==> src/rtl/rr_arbiter_eight.sv <==
// =============================================================================
// rr_arbiter_eight : 8-way round-robin arbiter, registered one-hot grant with
//                    encoded index and hold timeout.
// Revision: 1.0
// =============================================================================
`default_nettype none

module rr_arbiter_eight #(
   parameter int N        = 8,
   parameter int IDXW     = 3,
   parameter int MAX_HOLD = 16
) (
   input  logic            clk,
   input  logic            rst,
   input  logic [N-1:0]    req_i,
   input  logic            done_i,
   output logic [N-1:0]    grant_o,
   output logic [IDXW-1:0] grant_idx_o,
   output logic            grant_valid_o,
   output logic            timeout_o
);

   localparam int CNTW = $clog2(MAX_HOLD);
   localparam logic [CNTW-1:0] c_cnt_last = CNTW'(MAX_HOLD - 1);

   typedef enum logic [0:0] {
      IDLE = 1'b0,
      BUSY = 1'b1
   } state_t;

   state_t            state_q, state_d;
   logic [IDXW-1:0]   ptr_q,   ptr_d;
   logic [CNTW-1:0]   cnt_q,   cnt_d;
   logic [N-1:0]      grant_q, grant_d;
   logic [IDXW-1:0]   idx_q,   idx_d;
   logic              timeout_q, timeout_d;

   logic [IDXW-1:0]   w_sel;
   logic              w_found;
   logic              w_rel_done;
   logic              w_rel_wd;
   logic              w_rel_to;

   // Scan starting at the priority pointer; the 3-bit add wraps 7 -> 0.
   always_comb begin
      w_sel   = '0;
      w_found = 1'b0;
      for (int i = 0; i < N; i++) begin
         logic [IDXW-1:0] cand;
         cand = ptr_q + IDXW'(i);
         if (!w_found && req_i[cand]) begin
            w_sel   = cand;
            w_found = 1'b1;
         end
      end
   end

   assign w_rel_done = done_i;
   assign w_rel_wd   = ~req_i[idx_q];
   assign w_rel_to   = (cnt_q == c_cnt_last);

   always_comb begin
      state_d   = state_q;
      ptr_d     = ptr_q;
      cnt_d     = cnt_q;
      grant_d   = grant_q;
      idx_d     = idx_q;
      timeout_d = 1'b0;
      case (state_q)
         IDLE: begin
            if (w_found) begin
               grant_d = {{(N-1){1'b0}}, 1'b1} << w_sel;
               idx_d   = w_sel;
               cnt_d   = '0;
               state_d = BUSY;
            end
         end
         BUSY: begin
            if (w_rel_done || w_rel_wd || w_rel_to) begin
               grant_d   = '0;
               idx_d     = '0;
               cnt_d     = '0;
               ptr_d     = idx_q + 1'b1;
               state_d   = IDLE;
               // Done or withdrawal on the same edge masks the timeout.
               timeout_d = w_rel_to && !w_rel_done && !w_rel_wd;
            end else begin
               cnt_d = cnt_q + 1'b1;
            end
         end
         default: begin
            state_d = IDLE;
            grant_d = '0;
            idx_d   = '0;
         end
      endcase
   end

   always_ff @(posedge clk) begin
      if (rst) begin
         state_q   <= IDLE;
         ptr_q     <= '0;
         cnt_q     <= '0;
         grant_q   <= '0;
         idx_q     <= '0;
         timeout_q <= 1'b0;
      end else begin
         state_q   <= state_d;
         ptr_q     <= ptr_d;
         cnt_q     <= cnt_d;
         grant_q   <= grant_d;
         idx_q     <= idx_d;
         timeout_q <= timeout_d;
      end
   end

   assign grant_o       = grant_q;
   assign grant_idx_o   = idx_q;
   assign grant_valid_o = |grant_q;
   assign timeout_o     = timeout_q;

endmodule

`default_nettype wire

==> config.mk <==
export PLATFORM = sky130hd
export DESIGN_NAME = rr_arbiter_eight
export DESIGN_NICKNAME = d
export VERILOG_FILES = /design/src/rtl/rr_arbiter_eight.sv
export SDC_FILE = /design/constraint.sdc
export NUM_CORES = 1
export LEC_CHECK = 0
export ABC_CLOCK_PERIOD_IN_PS = 3640
export BUFFER_PORTS_ARGS = -buffer_cell sky130_fd_sc_hd__buf_2
export CAP_MARGIN = 15
export CORE_ASPECT_RATIO = 1.1
export CORE_MARGIN = 4
export CORE_UTILIZATION = 50
export CTS_BUF_LIST = sky130_fd_sc_hd__clkbuf_8
export DETAILED_ROUTE_END_ITERATION = 8
export MAX_ROUTING_LAYER = met4
export PLACE_DENSITY = 0.73
export SYNTH_ARGS = -nofsm -noshare
export SYNTH_HDL_FRONTEND = slang
export SYNTH_SLANG_ARGS = --single-unit
==> constraint.sdc <==
create_clock -name clk -period 3.64 [get_ports clk]
set_clock_uncertainty 0.05 [all_clocks]
set_input_delay 0.546 -clock clk [delete_from_list [all_inputs] [get_ports clk]]
set_output_delay 0.546 -clock clk [all_outputs]
set_load 0.03 [all_outputs]
==> summary.md, run 1 <==
| Metric | Value |
|---|---|
| Delay-heaviest family, CP | compound AO/OA/AOI/OAI gates |
| Routed via count | 1,942 |
| Yosys top cell by area | dfxtp_1 |
| Area fraction in compound gates after synthesis | between 20% and 30% |
| Sequential area share after synthesis | 18.8% |
| WL/cell | 17.6 um |
| Most common cell in the netlist | nand2_1 |
| Yosys reg bits | 20 |
| Hold path start | grant_o[3] |
| Width of the die | 70.2 um |
| Adder-Cell Fraction of Synth Area | 2.35% |
| DIE HEIGHT | 76.4 um |
| Avg Cell Area, Syn | 9.21 um2 |
| Worst-margin pin slew | 0.636 ns |
| Post-route ant nets | 0 |
| Crit start category | flip-flop |
| DRC | 0 |
| XOR/XNOR Fraction of Synth Area | 2.00% |
| CP cell instances | inv_1 -> ha_1 -> buf_4 -> mux2i_1 -> mux2i_1 -> o221a_2 -> a221o_1 -> a21oi_1 -> o22ai_1 -> nor4b_2 -> a22o_1 |
| Comb power frac | 58.2% |
| Peak VDD IR | 0.243 mV |
| Hold Path Sink | grant_o[3] |
| # IOs | 24 |
| Cell leakage power | 0.000839 uW |
| Number of synthesized flops with an enable pin | 0 |
| Post-layout instance area | about 0.0023 mm2 |
| CP max FO | 11 |
| Initial core utilization | between 50 and 60% |
| First-pass GRT wire length | 8870 um |
| Htree depth | 1 |
| Clock sink count | 20 |
| Fmax | between 300 and 400 MHz |
| Initial antenna violation count | 0 |
| TritonCTS buffer count | 3 |
| Design internal power | 588 uW |
| Share of the synthesized area in the top cell type | a little under a fifth |
| Hold Vio Cnt, Final | 0 |
| Syn nets | around 250 |
| Clock Pin Slew Worst Setup and Hold Paths | approximately 0.080 ns |
| Synth Warn # | 0 |
| Worst R2R Setup Slack | ~0.34 ns |
| Worst r2r src | ptr_q[1] |
| DR vias/cell | 6.54 |
| Sequential power share | between 20% and 30% |
| Critical path class | reg2reg |
| Mux share of post-synthesis cell area | between 20% and 30% |
| Synth top area cells | dfxtp_1, mux4_2, mux2i_1 |
| Async set-reset flop share out of synthesis | 0% |
| Share of layout cells above drive strength 1 | 29.8% |
| Postcts setup bufs | 0 |
| Die Area | 0.00537 mm2 |
| Core Region | about 0.004 mm2 |
| Worst skew pair latency | ~0.26 ns |
| Via count of the first global-routing pass | 1,843 |
| CTS max path bufs | 2 |
| Routed WL | 5240 um |
| Sw Share | a little over two fifths |
| CTS tree | yes |
| FF-to-FF End | grant_o[4] |
| Critical Path AT | 3.46 ns |
| GP Congestion | 0.896 |
| Crit path max-delay cell type | ha_1 |
| Nets | 261 |
| Root Buffer | clkbuf_8 |
| Pins Over Slew Limit | 0 |
| Relative slew slack | 57.6% |
| Ys flop type | dfxtp_1 |
| Synth cell count leaders | nand2_1, dfxtp_1, nor2_1 |
| First-pass DRT Iterations | 4 |
| CP Buf/Inv Count | 2 |
| CP max stage delay | roughly 0.5 ns |
| Power Dens Cells | 455 mW/mm2 |
| Hold path depth | 2 |
| Dpl hpwl | 3990 um |
| Post-Synth Simple-Gate Area | 21.0% |
| Post-CTS Hold Fix Bufs | 0 |
| Crit path capture type | flip-flop |
| Outcome | finished, final reports clean |
| Hold Crit Class | reg2reg |
| RSZ-0062 raised after global routing | false |
| GR Util All Layers | about a fifth |
| Final Cycle Share | 90.6% |
| Worst r2r path cells | 11 |
| Crit path time final | 3.30 ns |
| Site Rows | 24 |
| Setup tns final | 0 ns |
| GR Overflow Total | 0 |
| Largest net degree at the start of global routing | 23 |
| Clock share of power | 16.5% |
| Syn-to-layout area delta | 8.05% |
| Worst EP required | 3.80 ns |
| Synthesized area | 0.00213 mm2 |
| PostCTS Resize Cnt | 0 |
| Net load switching power | 458 uW |
| Synth cell types | just over 60 |
| Largest family of logic cells by synthesized area | multiplexers |
| Cells after synthesis | approximately 230 |
| Initial DRC Count | 123 |
| PortBufs | 23 |
| Setup-failing EPs final | 0 |
| Ant. Diodes | 0 |
| Max Cap Viol | 0 |
| Most used cell, CP | mux2i_1 |
| Area post-placement | 0.00224 mm2 |
-- per-stage QoR --
step | setup WS, ns | hold slack [ns] | total power [uW] | instances | util [%]
floorplan | 0.264 | 0.409 | 752 | 231 | -
global placement | 0.411 | 0.404 | 863 | 293 | 55.8
detailed placement | 0.368 | 0.412 | 873 | 293 | 55.8
CTS | 0.349 | 0.422 | 1040 | 297 | 57.2
global route | 0.0533 | 0.455 | 1110 | 297 | 57.2
finish | 0.343 | 0.420 | 1050 | 297 | 57.2
-- how the worst max path moves through the flow --
stage	depth (start not counted)	endpoint	startpoint	slack (ns)
3_3_place_gp	10	grant_o[6]	ptr_q[1]	0.41
3_5_place_dp	11	grant_o[4]	ptr_q[1]	0.37
2_1_floorplan	12	grant_o[4]	ptr_q[1]	0.26
5_1_grt	11	grant_o[4]	ptr_q[1]	0.05
4_1_cts	11	grant_o[4]	ptr_q[1]	0.35
6_report	11	grant_o[4]	ptr_q[1]	0.34
-- worst reg2reg max path, stage by stage, from the launching register on --
cell and delay, ns:
dfxtp_1 0.35, inv_1 0.11, ha_1 0.50, buf_4 0.26, mux2i_1 0.29, mux2i_1 0.11, o221a_2 0.35, a221o_1 0.37
a21oi_1 0.18, o22ai_1 0.19, nor4b_2 0.33, a22o_1 0.16
-- registers in the layout, indices dropped and copies added, names as in the netlist --
name / cells
grant_idx_o: 3
timeout_o: 1
grant_o: 8
state_q: 1
cnt_q: 4
ptr_q: 3
-- final cells by class --
cell class | instances | area [um2]
multi-input combinational | 189 | 1620
tap | 52 | 65.1
sequential | 20 | 400
clock buffer | 4 | 55.1
timing repair buffer | 27 | 145
inverter | 5 | 18.8
fill | 378 | 1720
-- cell families after synthesis --
family                   Yosys count
flip-flops                        20
XOR/XNOR                           4
buffers and inverters             22
AND/OR/NAND/NOR                   82
adder cells (fa/ha/maj)            4
AO/OA/AOI/OAI                     59
multiplexers                      40
-- per-layer routing --
metal	up-vias	GRT usage (%)	wire, um
met5	-	-	0
met4	0	2.30	57
met3	10	2.90	376
met2	89	34.1	2590
met1	918	26.6	2220
li1	925	-	-
-- power groups by stage --
stage	sequential [uW]	combinational (uW)	clock [uW]
5_1_grt	267	659	186
3_3_place_gp	268	595	0
3_5_place_dp	269	603	0
4_1_cts	264	606	174
2_1_floorplan	294	459	0
6_report	264	610	173
-- layout by cell type (no fill, tap or decap), types with 5 or more instances in the layout --
cell type / instances
a21oi_1: 16
nor2_1: 20
mux2_2: 5
mux4_2: 16
mux2i_1: 17
nor2b_1: 5
o22ai_1: 5
nand2_1: 24
dfxtp_1: 20
a22o_1: 5
buf_2: 23
(Power assumes the default switching activity.)
==> run 2, diff against run 1 <==
--- a/config.mk
+++ b/config.mk
@@ -11,3 +11,3 @@
 export CORE_ASPECT_RATIO = 1.1
-export CORE_MARGIN = 4
+export CORE_MARGIN = 3
 export CORE_UTILIZATION = 50
==> constraint.sdc (replaced) <==
create_clock -name clk -period 3.64 [get_ports clk]
set_clock_uncertainty 0.05 [all_clocks]
set_input_delay 0 -clock clk [delete_from_list [all_inputs] [get_ports clk]]
set_output_delay 0 -clock clk [all_outputs]
set_load 0.03 [all_outputs]
==> run 2 against run 1 <==
  * Critical path depth stayed put
  * Design area is 0.71% higher
  * Clock power is 31% higher
  * Largest cell class unchanged
  * Via count is 2.8% lower
  * Hold slack worse by 0.41 ns
  * Combinational power is 0.8% lower
  * First-iteration DRC count is 0.81% higher
  * Non-clock buffer count stayed put
  * Global-route usage is 2.2 points higher
  * Critical path type unchanged
  * Flip-flop and latch count stayed put
  * Total power is 4.6% higher
  * Count of clock-buffer cells in the layout is 1 lower
==> summary.md, run 2 (synthesis gave the netlist of run 1 again) <==
| Metric | Value |
|---|---|
| CP max FO | 11 |
| Max Cap Viol | 0 |
| DRC | 0 |
| Worst skew pair latency | 0.27 ns |
| CP cell instances | inv_2 -> ha_1 -> buf_4 -> mux2i_1 -> mux2i_1 -> o221ai_1 -> o211ai_1 -> a21oi_2 -> a311oi_2 -> nor4b_2 -> a22o_1 |
| Share of layout cells above drive strength 1 | 29.8% |
| DIE HEIGHT | about 74 um |
| Htree depth | 1 |
| CTS max path bufs | 2 |
| GP Congestion | 0.942 |
| Power Dens Cells | 473 mW/mm2 |
| Syn-to-layout area delta | 8.82% |
| Post-Place Worst Slack | roughly 0.35 ns |
| Worst-margin pin slew | 0.698 ns |
| Critical Path AT | between 3 and 4 ns |
| GR Util All Layers | around 22% |
| Crit path capture type | flip-flop |
| Fmax | 301 MHz |
| First-pass DRT Iterations | 5 |
| PostCTS Resize Cnt | 0 |
| CTS tree | yes |
| WL/cell | 17.1 um |
| Hold Vio Cnt, Final | 0 |
| Hold Path Sink | timeout_o |
| Net load switching power | 456 uW |
| Nets | 261 |
| Critical path class | reg2reg |
| Clock Pin Slew Worst Setup and Hold Paths | 0.08 ns |
| Worst r2r path cells | 11 |
| Most used cell, CP | mux2i_1 |
| CP max stage delay | 0.58 ns |
| Site Rows | 24 |
| # IOs | 24 |
| FILL cells | 361 |
| Setup-failing EPs final | 0 |
| Via count of the first global-routing pass | ~1,800 |
| Hold WS | ~0.0056 ns |
| Die Area | roughly 0.0051 mm2 |
| First-pass GRT wire length | 8580 um |
| Dpl hpwl | 3760 um |
| Commonest non-fill, non-tap cells in the layout | nand2_1, buf_2, nor2_1, dfxtp_1, mux2i_1 |
| Largest register FFs | 8 |
| Initial DRC Count | 124 |
| Area taken by multi-input logic gates | 0.00162 mm2 |
| Crit start category | flip-flop |
| Design internal power | 639 uW |
| Worst EP required | 3.81 ns |
| Routed via count | 1,887 |
| Setup ws final | 0.321 ns |
| Worst R2R Setup Slack | 0.32 ns |
| Relative slew slack | 53.4% |
| Clock sink count | 20 |
| Worst r2r src | ptr_q[0] |
| Outcome | finished, final reports clean |
| Hold path depth | 4 |
| Setup tns final | 0 ns |
| Largest net degree at the start of global routing | 23 |
| RSZ-0062 raised after global routing | false |
| Core Region | 0.00402 mm2 |
| Post-CTS Hold Fix Bufs | 0 |
| Clock share of power | 20.6% |
| Number of cells on the critical path | 11 |
| GR Overflow Total | 0 |
| Width of the die | ~70 um |
| Cell leakage power | 0.000846 uW |
| Crit path time final | 3.32 ns |
| Sw Share | 41.7% |
| Postcts setup bufs | 0 |
| Initial antenna violation count | 0 |
| Ant. Diodes | 0 |
| PortBufs | 23 |
| Delay-heaviest family, CP | compound AO/OA/AOI/OAI gates |
| Sequential power share | 24.1% |
| Hold Crit Class | in2reg |
| Root Buffer | clkbuf_8 |
| Initial core utilization | 52.9% |
| Routed WL | 5070 um |
| Pins Over Slew Limit | 0 |
| CP Buf/Inv Count | 2 |
| TritonCTS buffer count | 3 |
| Crit path max-delay cell type | o221ai_1 |
| Post-route ant nets | 0 |
| Final Cycle Share | about nine tenths |
| Hold path start | done_i |
| Comb power frac | 55.3% |
| FF-to-FF End | grant_o[4] |
| DR vias/cell | 6.35 |
| Register area | between 400 and 500 um2 |
| Commonest non-fill, non-tap cell in the layout | nand2_1 |
| Peak VDD IR | 0.309 mV |
==> run 2: cell count changes in the layout (fill, tap and decap cells not counted) <==
| cell | previous run | this run |
|---|---|---|
| bufinv_16 | 0 | 1 |
| clkbuf_8 | 4 | 3 |
==> run 2: power groups by stage <==
stage	clock [uW]	sequential (uW)	combinational, uW
after CTS	229	263	603
final	226	264	605
after global routing	237	266	664
after detailed placement	0	269	601
after floorplan	0	294	459
after global placement	0	268	594
==> run 2: per-stage QoR <==
stage,area [um2],util (%),power (uW),std cells
2_1_floorplan,2130,-,752,231
4_1_cts,2320,57.6,1090,297
3_3_place_gp,2240,55.8,862,293
3_5_place_dp,2240,55.8,869,293
6_report,2320,57.6,1100,297
5_1_grt,2320,57.6,1170,297
==> run 2: area by class of cell <==
type / count / share of cell area (%)
clock buffers: 3 / 1.78
clock inverters: 1 / 1.30
inverters: 5 / 0.810
multi-input cells: 189 / 69.7
flip-flops and latches: 20 / 17.3
well taps: 52 / 2.81
repair buffers: 27 / 6.27
==> run 2: worst max path at each step <==
stage	startpoint	end	slack, ns
2_1_floorplan	ptr_q[1]	grant_o[4]	0.26
3_3_place_gp	ptr_q[0]	grant_o[7]	0.40
3_5_place_dp	ptr_q[0]	grant_o[4]	0.35
4_1_cts	ptr_q[0]	grant_o[4]	0.33
5_1_grt	ptr_q[0]	grant_o[4]	0.05
6_report	ptr_q[0]	grant_o[4]	0.32
==> run 2: worst reg2reg max path, stage by stage (launching register included) <==
cell,delay (ns)
dfxtp_1,0.35
inv_2,0.10
ha_1,0.50
buf_4,0.26
mux2i_1,0.27
mux2i_1,0.11
o221ai_1,0.58
o211ai_1,0.24
a21oi_2,0.26
a311oi_2,0.10
nor4b_2,0.29
a22o_1,0.16
==> run 2: per-layer routing <==
layer	wire length, um	vias to the layer above	share of wire, %	track usage (%)
li1	-	924	-	-
met1	2300	902	45	31.5
met2	2440	52	48	34.5
met3	234	9	4.6	3.17
met4	90	0	1.8	4.86
met5	0	-	0	-
